<file path="src/rtl/zynq_aes_perf_pkg.sv">
// rtl/zynq_aes_perf_pkg.sv - default widths and saturating add for the zynq_aes performance monitor
package zynq_aes_perf_pkg;

    localparam int unsigned PERF_TS_W  = 32;
    localparam int unsigned PERF_SUM_W = 48;
    localparam int unsigned PERF_CNT_W = 32;
    localparam int unsigned PERF_DEPTH = 8;

    // a + b clamped to the all-ones value of a w-bit register (w <= 64)
    function automatic logic [63:0] sat_add(input logic [63:0] a,
                                            input logic [63:0] b,
                                            input int unsigned w);
        logic [64:0] sum;
        logic [64:0] lim;
        sum = {1'b0, a} + {1'b0, b};
        lim = (65'd1 << w) - 65'd1;
        return (sum > lim) ? lim[63:0] : sum[63:0];
    endfunction

endpackage

</file>
<file path="src/rtl/perf_ts_fifo.sv">
// rtl/perf_ts_fifo.sv - timestamp FIFO with wrap-bit pointers and registered head
module perf_ts_fifo #(
    parameter int unsigned W     = 32,
    parameter int unsigned DEPTH = 8
) (
    input  logic                       clk,
    input  logic                       rst_n,
    input  logic                       clear_i,
    input  logic                       push_i,
    input  logic [W-1:0]               din_i,
    input  logic                       pop_i,
    output logic [W-1:0]               head_o,
    output logic                       full_o,
    output logic                       empty_o,
    output logic [$clog2(DEPTH):0]     count_o
);

    localparam int unsigned AW = $clog2(DEPTH);
    localparam int unsigned PW = AW + 1;

    logic [W-1:0]  mem [DEPTH];
    logic [AW:0]   wr_ptr_q, rd_ptr_q;
    logic [W-1:0]  head_q;
    logic [AW-1:0] rd_nxt;
    logic          push_ok, pop_ok;

    assign count_o = wr_ptr_q - rd_ptr_q;
    assign empty_o = (wr_ptr_q == rd_ptr_q);
    assign full_o  = ((wr_ptr_q ^ rd_ptr_q) == {1'b1, {AW{1'b0}}});
    assign pop_ok  = pop_i & ~empty_o;
    assign push_ok = push_i & (~full_o | pop_ok);
    assign rd_nxt  = rd_ptr_q[AW-1:0] + AW'(1);
    assign head_o  = head_q;

    // storage array, written at the tail on every accepted push
    always_ff @(posedge clk) begin
        if (push_ok) begin
            mem[wr_ptr_q[AW-1:0]] <= din_i;
        end
    end

    // read/write pointers; the extra MSB distinguishes full from empty
    always_ff @(posedge clk or negedge rst_n) begin
        if (!rst_n) begin
            wr_ptr_q <= '0;
            rd_ptr_q <= '0;
        end else if (clear_i) begin
            wr_ptr_q <= '0;
            rd_ptr_q <= '0;
        end else begin
            if (push_ok) wr_ptr_q <= wr_ptr_q + PW'(1);
            if (pop_ok)  rd_ptr_q <= rd_ptr_q + PW'(1);
        end
    end

    // head register: loads the incoming word when it becomes the oldest entry,
    // otherwise the next stored entry after a pop
    always_ff @(posedge clk or negedge rst_n) begin
        if (!rst_n) begin
            head_q <= '0;
        end else if (clear_i) begin
            head_q <= '0;
        end else if (push_ok && (empty_o || (pop_ok && count_o == PW'(1)))) begin
            head_q <= din_i;
        end else if (pop_ok && count_o > PW'(1)) begin
            head_q <= mem[rd_nxt];
        end
    end

endmodule

</file>
<file path="src/rtl/zynq_aes_perf_mon.sv">
// rtl/zynq_aes_perf_mon.sv - passive latency monitor for zynq_aes streams; PERF_MON_MINMAX_EN builds min/max tracking
module zynq_aes_perf_mon
    import zynq_aes_perf_pkg::*;
#(
    parameter int unsigned TS_W  = PERF_TS_W,
    parameter int unsigned SUM_W = PERF_SUM_W,
    parameter int unsigned CNT_W = PERF_CNT_W,
    parameter int unsigned DEPTH = PERF_DEPTH
) (
    input  logic                     aclk,
    input  logic                     aresetn,
    input  logic                     clear,
    input  logic                     s_axis_tvalid,
    input  logic                     s_axis_tready,
    input  logic                     s_axis_tlast,
    input  logic                     m_axis_tvalid,
    input  logic                     m_axis_tready,
    input  logic                     m_axis_tlast,
    output logic                     lat_valid,
    output logic [TS_W-1:0]          lat_last,
    output logic [TS_W-1:0]          lat_min,
    output logic [TS_W-1:0]          lat_max,
    output logic [SUM_W-1:0]         lat_sum,
    output logic [CNT_W-1:0]         req_cnt,
    output logic [$clog2(DEPTH):0]   outstanding,
    output logic                     ovf_err,
    output logic                     unf_err
);

    logic [TS_W-1:0]  ts_q;
    logic             in_pkt_q;
    logic             lat_valid_q;
    logic [TS_W-1:0]  lat_last_q;
    logic [SUM_W-1:0] lat_sum_q;
    logic [CNT_W-1:0] req_cnt_q;
    logic             ovf_q, unf_q;

    logic             s_acc, start, stop;
    logic             fifo_full, fifo_empty;
    logic             bypass, push, pop, valid_stop, ovf_ev, unf_ev;
    logic [TS_W-1:0]  head;
    logic [TS_W-1:0]  lat;

    assign s_acc      = s_axis_tvalid & s_axis_tready;
    assign start      = s_acc & ~in_pkt_q;
    assign stop       = m_axis_tvalid & m_axis_tready & m_axis_tlast;
    // a request that starts and finishes in the same cycle never enters the FIFO
    assign bypass     = start & stop & fifo_empty;
    assign push       = start & ~bypass & (~fifo_full | stop);
    assign pop        = stop & ~fifo_empty;
    assign valid_stop = stop & (~fifo_empty | start);
    assign ovf_ev     = start & fifo_full & ~stop;
    assign unf_ev     = stop & fifo_empty & ~start;
    assign lat        = bypass ? '0 : ts_q - head;

    perf_ts_fifo #(
        .W     (TS_W),
        .DEPTH (DEPTH)
    ) u_fifo (
        .clk     (aclk),
        .rst_n   (aresetn),
        .clear_i (clear),
        .push_i  (push),
        .din_i   (ts_q),
        .pop_i   (pop),
        .head_o  (head),
        .full_o  (fifo_full),
        .empty_o (fifo_empty),
        .count_o (outstanding)
    );

    // free-running timebase, wraps naturally
    always_ff @(posedge aclk or negedge aresetn) begin
        if (!aresetn)   ts_q <= '0;
        else if (clear) ts_q <= '0;
        else            ts_q <= ts_q + TS_W'(1);
    end

    // packet tracking so only the first accepted beat of a request is a start
    always_ff @(posedge aclk or negedge aresetn) begin
        if (!aresetn)   in_pkt_q <= 1'b0;
        else if (clear) in_pkt_q <= 1'b0;
        else if (s_acc) in_pkt_q <= ~s_axis_tlast;
    end

    // latency sample, accumulated sum and request count
    always_ff @(posedge aclk or negedge aresetn) begin
        if (!aresetn) begin
            lat_valid_q <= 1'b0;
            lat_last_q  <= '0;
            lat_sum_q   <= '0;
            req_cnt_q   <= '0;
        end else if (clear) begin
            lat_valid_q <= 1'b0;
            lat_last_q  <= '0;
            lat_sum_q   <= '0;
            req_cnt_q   <= '0;
        end else begin
            lat_valid_q <= valid_stop;
            if (valid_stop) begin
                lat_last_q <= lat;
                lat_sum_q  <= SUM_W'(sat_add(64'(lat_sum_q), 64'(lat), SUM_W));
                req_cnt_q  <= CNT_W'(sat_add(64'(req_cnt_q), 64'd1, CNT_W));
            end
        end
    end

    // sticky error flags
    always_ff @(posedge aclk or negedge aresetn) begin
        if (!aresetn) begin
            ovf_q <= 1'b0;
            unf_q <= 1'b0;
        end else if (clear) begin
            ovf_q <= 1'b0;
            unf_q <= 1'b0;
        end else begin
            if (ovf_ev) ovf_q <= 1'b1;
            if (unf_ev) unf_q <= 1'b1;
        end
    end

`ifdef PERF_MON_MINMAX_EN
    logic [TS_W-1:0] lat_min_q, lat_max_q;

    // running extremes, min starts at all-ones so the first sample always wins
    always_ff @(posedge aclk or negedge aresetn) begin
        if (!aresetn) begin
            lat_min_q <= '1;
            lat_max_q <= '0;
        end else if (clear) begin
            lat_min_q <= '1;
            lat_max_q <= '0;
        end else if (valid_stop) begin
            if (lat < lat_min_q) lat_min_q <= lat;
            if (lat > lat_max_q) lat_max_q <= lat;
        end
    end

    assign lat_min = lat_min_q;
    assign lat_max = lat_max_q;
`else
    assign lat_min = '0;
    assign lat_max = '0;
`endif

    assign lat_valid = lat_valid_q;
    assign lat_last  = lat_last_q;
    assign lat_sum   = lat_sum_q;
    assign req_cnt   = req_cnt_q;
    assign ovf_err   = ovf_q;
    assign unf_err   = unf_q;

endmodule

</file>
<file path="config.mk">
export PLATFORM = sky130hd
export DESIGN_NAME = zynq_aes_perf_mon
export DESIGN_NICKNAME = d
export VERILOG_FILES = /design/src/rtl/zynq_aes_perf_pkg.sv /design/src/rtl/perf_ts_fifo.sv /design/src/rtl/zynq_aes_perf_mon.sv
export SDC_FILE = /design/constraint.sdc
export NUM_CORES = 1
export LEC_CHECK = 0
export CORE_ASPECT_RATIO = 0.5
export CORE_MARGIN = 5
export CORE_UTILIZATION = 50
export DETAILED_ROUTE_END_ITERATION = 12
export PLACE_DENSITY = 0.74
export SETUP_SLACK_MARGIN = 0.3
export SLEW_MARGIN = 10
export SYNTH_ARGS = -nofsm -noshare
export SYNTH_HDL_FRONTEND = slang
export SYNTH_SLANG_ARGS = --single-unit
</file>
<file path="constraint.sdc">
create_clock -name aclk -period 17.9 [get_ports aclk]
set_input_delay 3.58 -clock aclk [delete_from_list [all_inputs] [get_ports aclk]]
set_output_delay 3.58 -clock aclk [all_outputs]
set_load 0.005 [all_outputs]
</file>
# After elaboration in Yosys (flattened, before gate mapping)
# Memories as Yosys holds them, arrays and structs flattened.
# Cells that the tools add are included.
[word_totals]
register_bits = 188
latchBits = 0
ramBits = 256
rom_bits = 0
word_cells = 90
memories = 1
[classes]
addsub = 8
mul = 0
n_div = 0
n_lt_le_gt_ge = 3
n_eq_ne = 3
shift = 0
mux = 26
n_bitwise = 27
n_reduce_logical = 11
[memory_table]
columns = ["name", "words", "word_bits", "read_ports", "rd_clocked_by_memory_dff", "wr", "line", "text"]
rows = [
  ["u_fifo.mem", 8, 32, 1, 0, 1, "perf_ts_fifo.sv:21", "logic [W-1:0] mem [DEPTH];"],
]
[ops]
columns = ["operator", "count"]
rows = [
  ["2-to-1 mux 32 bit", 10],
  ["2-to-1 mux 48 bit", 3],
  ["adder 48 x 32 -> 49 bit", 1],
  ["> comparator 49 x 48 -> 1 bit (second input constant)", 1],
  ["adder 32 x 1 -> 33 bit (second input constant)", 1],
  ["> comparator 33 x 32 -> 1 bit (second input constant)", 1],
  ["adder 32 x 1 -> 32 bit (second input constant)", 1],
  ["subtractor 32 bit", 1],
  ["bitwise AND 1 bit", 16],
  ["2-to-1 mux 4 bit", 4],
  ["nonzero test 2 bit", 6],
  ["2-to-1 mux 1 bit", 9],
  ["adder 4 x 1 -> 4 bit (second input constant)", 2],
  ["inverter 1 bit", 7],
  ["== test 4 x 1 -> 1 bit (second input constant)", 1],
  ["== test 4 bit", 1],
  ["== test 4 bit (second input constant)", 1],
  ["> comparator 4 x 1 -> 1 bit (second input constant)", 1],
  ["subtractor 4 bit", 1],
  ["bitwise XOR 4 bit", 1],
  ["adder 3 x 1 -> 3 bit (second input constant)", 1],
  ["logical AND 1 bit", 3],
  ["OR 1 bit", 3],
  ["nonzero test 3 bit", 1],
  ["logical OR 1 bit", 1],
]

# Depth between registers and ports, before layout
[depth]
word_depth = 11
depth_mapped = 29
ltp_nobuf = 23

# Cells and area by module
# From an unflattened synthesis, not the netlist that was laid out.
[unflattened]
hier_cells = 2188
area_unflattened_um2 = 24352.1
[modules_own_cells]
columns = ["module", "instances", "cells_per_inst", "area_per_inst_um2", "seq_area_each_um2"]
rows = [
  ["zynq_aes_perf_mon", 1, 1591, 12512.0, 3703.6],
  ["perf_ts_fifo", 1, 597, 11840.1, 8688.3],
]

# Worst setup path before layout
# OpenSTA, ideal clock, no wires.
[synth_path]
kind = "input-to-reg"
from = "input port s_axis_tready"
to = "register lat_sum_q[41], in the netlist lat_sum[41]"
setup_time_ps = 82
t_arrival_ps = 8761
t_required_ps = 17818
path_slack_ps = 9057
path_stages = 23
n_path_buf = 5
path_cell_list = "nand3b_1 nor4_1 buf_2 buf_2 buf_2 buf_1 clkbuf_1 nor3_1 ha_1 o21ai_0 o21bai_1 o21bai_1 a21boi_0 nor2_1 o211a_1 a2111o_1 o311ai_1 a211oi_1 o21bai_2 a31oi_1 o31a_1 or4_1 a31oi_1"
[synth_between]
elab_chain_cells = 10
word_cells_on_any_way = 13
cone_classes = "add/sub (1); order compare (1); mux (4); bitwise (6); reduce/logical (1)"
[synth_rtl]
columns = ["item", "line", "text"]
rows = [
  ["start, declared", "zynq_aes_perf_mon.sv:14", "input logic s_axis_tready,"],
  ["bitwise AND 1 bit *", "zynq_aes_perf_mon.sv:44", "assign s_acc = s_axis_tvalid & s_axis_tready;"],
  ["bitwise AND 1 bit *", "zynq_aes_perf_mon.sv:45", "assign start = s_acc & ~in_pkt_q;"],
  ["bitwise AND 1 bit (2 in series)", "zynq_aes_perf_mon.sv:48", "assign bypass = start & stop & fifo_empty;"],
  ["2-to-1 mux 32 bit", "zynq_aes_perf_mon.sv:54", "assign lat = bypass ? '0 : ts_q - head;"],
  ["adder 48 x 32 -> 49 bit", "zynq_aes_perf_pkg.sv:15", "sum = {1'b0, a} + {1'b0, b};"],
  ["> comparator 49 x 48 -> 1 bit", "zynq_aes_perf_pkg.sv:17", "return (sum > lim) ? lim[63:0] : sum[63:0];"],
  ["2-to-1 mux 48 bit", "zynq_aes_perf_pkg.sv:17", ""],
  ["2-to-1 mux 48 bit", "zynq_aes_perf_mon.sv:100", "if (valid_stop) begin"],
  ["2-to-1 mux 48 bit", "zynq_aes_perf_mon.sv:93", "end else if (clear) begin"],
  ["end signal, assigned", "zynq_aes_perf_mon.sv:102", "lat_sum_q <= SUM_W'(sat_add(64'(lat_sum_q), 64'(lat), SUM_W));"],
  ["end, declared", "zynq_aes_perf_mon.sv:34", "logic [SUM_W-1:0] lat_sum_q;"],
]
# Every way passes the cells marked *; elsewhere a longest branch is shown, timed or not. The select of a mux whose other input is x is not followed.
# A chain may end at the register's enable or synchronous reset.

# Worst setup path in the final report
[layout_path]
from = "input port s_axis_tready"
to = "register lat_sum_q[33], in the netlist lat_sum[33]"
# Same word-level chain as after synthesis.

==> flow_summary.ini <==
[status]
status = complete, no violations

[logic_synthesis]
muxShareOfSynthArea = 0.0803
synth_top_area_share = 0.319
synth-edff-count = 256
ys_warn_count = 0
ys_seq_area_frac = 0.514
synth_xor_area_frac = 0.0327
synth_top_family_by_area = compound AO/OA/AOI/OAI gates
async_flop_share = 0.423
syn_avg_cell_area_um2 = 10.9
synth_flop_cell = edfxtp_1
synth-compound-area-share = 0.154
synth_top_area_cell = edfxtp_1
synthesis.area_um2 = 24100
synth_fa_ha_area_frac = 0.0358
ys_types = 106
syn_inst = 2221
synth-simple-area-share = 0.130
synthTopCellsByArea = edfxtp_1 (32%), dfrtp_1 (20%), mux4_2 (6.0%)
synth_seq_cells = 444

[route]
ant_nets = 0
drc = 0
post_drt_wl_per_cell_um = 20.4
first_pass_iters = 5
viasPerCell = 6.06
num_vias = 17978
drt_iter0_drc = 1869
wl_um = 60500

[global_routing]
antenna_found_initial = 0
grt_pass1_vias = 17055
grt_start_max_net_pins = 122
grt_pass1_wl_um = 95700
track_usage = 0.224
grt_remaining_overflow = 0

[timing]
final.min_clock_period_ns = 9.05
setup_viol = 0
slew_headroom = 0.311
fin_hold_ws_ns = 0.481
finalCritPeriodShare = 0.506
fin_skew_ns = 0.0290
finalHoldViolations = 0
rsz0062_at_grt = no
setup_slack_ns = 8.85
slew_violations = 0
worstMarginPinSlew_ns = 1.03
max_freq_mhz = 110
fin_tns_setup_ns = 0

[setup_path]
path_max_fanout = 47
ff2ff_path_depth = 23
critical_path.startpoint = s_axis_tready
end_kind = register
critPathArrivalTime_ns = 9.52
startpoint_type = input port
worstReg2RegEnd = lat_sum[26]
critical_path_class = in -> reg
cp-endpoint = lat_sum[33]
timing.rr.start = ts_q[0]
worst-r2r-setup-slack_ns = 11.19
crit_required_ns = 18.36

[clock_tree]
numClockSinks = 444
cts-root-buf = clkbuf_16
path_clk_slew_ns = 0.07
postCtsResizedCells = 0
cts-buffers-inserted = 41
cts_setup_buffers = 0
clk-insertion-delay-late_ns = 0.57
cts_max_path_buffers = 3
cts_hold_buf = 0
cts_tree = done
h-tree-depth = 2

[floorplanning]
coreArea_um2 = 47300
fp-row-count = 56
dieArea_um2 = 53000
die_y_um = 165
start_util = 0.510
io_pins = 192
die_w_um = 321

[power]
p_int_uw = 1810
p_leak_uw = 0.0101
p_sw_uw = 705
power.total_uw = 2520
p_sw_frac = 0.280
seqPwrFrac = 0.441
clockPowerShare = 0.377
p_comb_frac = 0.182
vdd_drop_max_mv = 0.0652
p_per_area_nw_per_um2 = 92.4

[placement]
preCtsSetupSlack_ns = 8.47
dp_hpwl_um = 39200
placed_cell_area_um2 = 25800
io_buffers = 127
gp_congestion = 0.902

[finish]
final_layout_size_suffix_gt1_frac = 0.104
num-nets-final = 2361
final.fill_count = 3833
area_growth_pct = 12.9
stdcell_area_um2 = 27200
antenna_cells = 0

[min_path]
holdPathStages = 2
hp-class = reg -> reg

[job]
drv_cap = 0
[area by class of cell]
cell class                 instances  area (µm²)  area share
clock buffer                      50        1130      0.0415
clock inverter                    26         334      0.0123
inverter                          82         308      0.0113
multi-input combinational       1573       10800       0.396
sequential                       444       12400       0.455
tap                              638         798      0.0293
timing repair buffer             155        1480      0.0544
[state kept, by name, indices dropped and copies added (netlist names), 4 cells and up]
name / flops
ts_q: 32
lat_sum: 48
u_fifo.mem: 256
u_fifo.head_o: 32
u_fifo.rd_ptr_q: 4
req_cnt: 32
lat_last: 32
u_fifo.wr_ptr_q: 4
[logic make-up after synthesis]
| family | Yosys count |
|---|---|
| xor gates and xnor gates | 90 |
| and+or+nand+nor | 654 |
| DFF | 444 |
| buffers and inverters | 267 |
| muxes | 112 |
| adders and majority gates | 70 |
| AOI/OAI and AO/OA | 583 |
| other | 1 |
[routing by layer]
| metal | vias up | GRT usage | wire length, µm |
|---|---|---|---|
| li1 | 8290 | - | - |
| met1 | 8910 | 0.327 | 27300 |
| met2 | 692 | 0.359 | 27600 |
| met3 | 86 | 0.0326 | 4210 |
| met4 | 0 | 0.0540 | 1280 |
| met5 | - | 0 | 0 |
[how the worst min path moves through the flow]
stage / startpoint / end / slack, ns
floorplan: u_fifo.head_o[10] / u_fifo.head_o[10] / 0.45
global placement: u_fifo.head_o[6] / u_fifo.head_o[6] / 0.46
detailed placement: u_fifo.head_o[26] / u_fifo.head_o[26] / 0.47
CTS: u_fifo.head_o[17] / u_fifo.head_o[17] / 0.49
global route: u_fifo.head_o[22] / u_fifo.head_o[22] / 0.51
finish: u_fifo.head_o[8] / u_fifo.head_o[8] / 0.48
[cell usage in the layout, fill, tap and decap left out, types with 29 or more instances in the layout]
master	n
ha_1	51
a31oi_1	32
xnor2_1	48
nor3_1	52
buf_4	29
xor2_1	41
nand2_1	224
clkdlybuf4s50_1	125
mux4_2	64
clkbuf_16	42
mux2i_1	44
dfrtp_1	187
nor2_1	135
a21oi_1	154
o21ai_0	180
nand3_1	63
inv_1	82
conb_1	64
edfxtp_1	256
[per-stage QoR]
step            util  instances
2_1_floorplan      -       2284
3_3_place_gp   0.545       2892
3_5_place_dp   0.545       2892
4_1_cts        0.576       2968
5_1_grt        0.576       2968
6_report       0.576       2968
[synth_stat cells (10+ instances only)]
cell / number
edfxtp_1: 256
nand2_1: 225
dfrtp_1: 188
o21ai_0: 182
a21oi_1: 155
nor2_1: 136
clkbuf_1: 89
inv_1: 82
buf_4: 66
mux4_2: 64
nand3_1: 63
nor3_1: 59
ha_1: 52
xnor2_1: 48
mux2i_1: 44
xor2_1: 42
a31oi_1: 33
and3_1: 25
nor4_1: 24
o21a_1: 23
a211oi_1: 21
and2_1: 19
nand4_1: 19
a21o_1: 18
or3_1: 17
o31ai_1: 15
buf_2: 14
buf_1: 13
a21boi_0: 12
a31o_2: 12
maj3_1: 12
nand2b_1: 12
o211ai_1: 10
[power by group through the flow]
stage / Clock (µW) / Combinational, µW / Sequential, µW
finish: 949 / 459 / 1110
global route: 1010 / 503 / 1110
CTS: 963 / 453 / 1110
detailed placement: 0 / 450 / 1130
global placement: 0 / 443 / 1130
floorplan: 0 / 348 / 1120
[critical path, cell delays in order]
cell and delay, ns:
clkdlybuf4s50_1 0.52, nand3b_1 0.27, nor4_2 0.28, buf_4 0.50
nor3_1 0.19, ha_1 0.38, o21ai_0 0.10, o21bai_1 0.19
o21bai_1 0.13, a21boi_0 0.45, nor2_1 0.10, o211a_1 0.24
a2111o_1 0.36, o311ai_1 0.38, a211oi_1 0.17, o21bai_2 0.21
a31oi_1 0.21, o31ai_1 0.78, a21oi_1 0.18, a311oi_1 0.26
(Power assumes the default switching activity.)
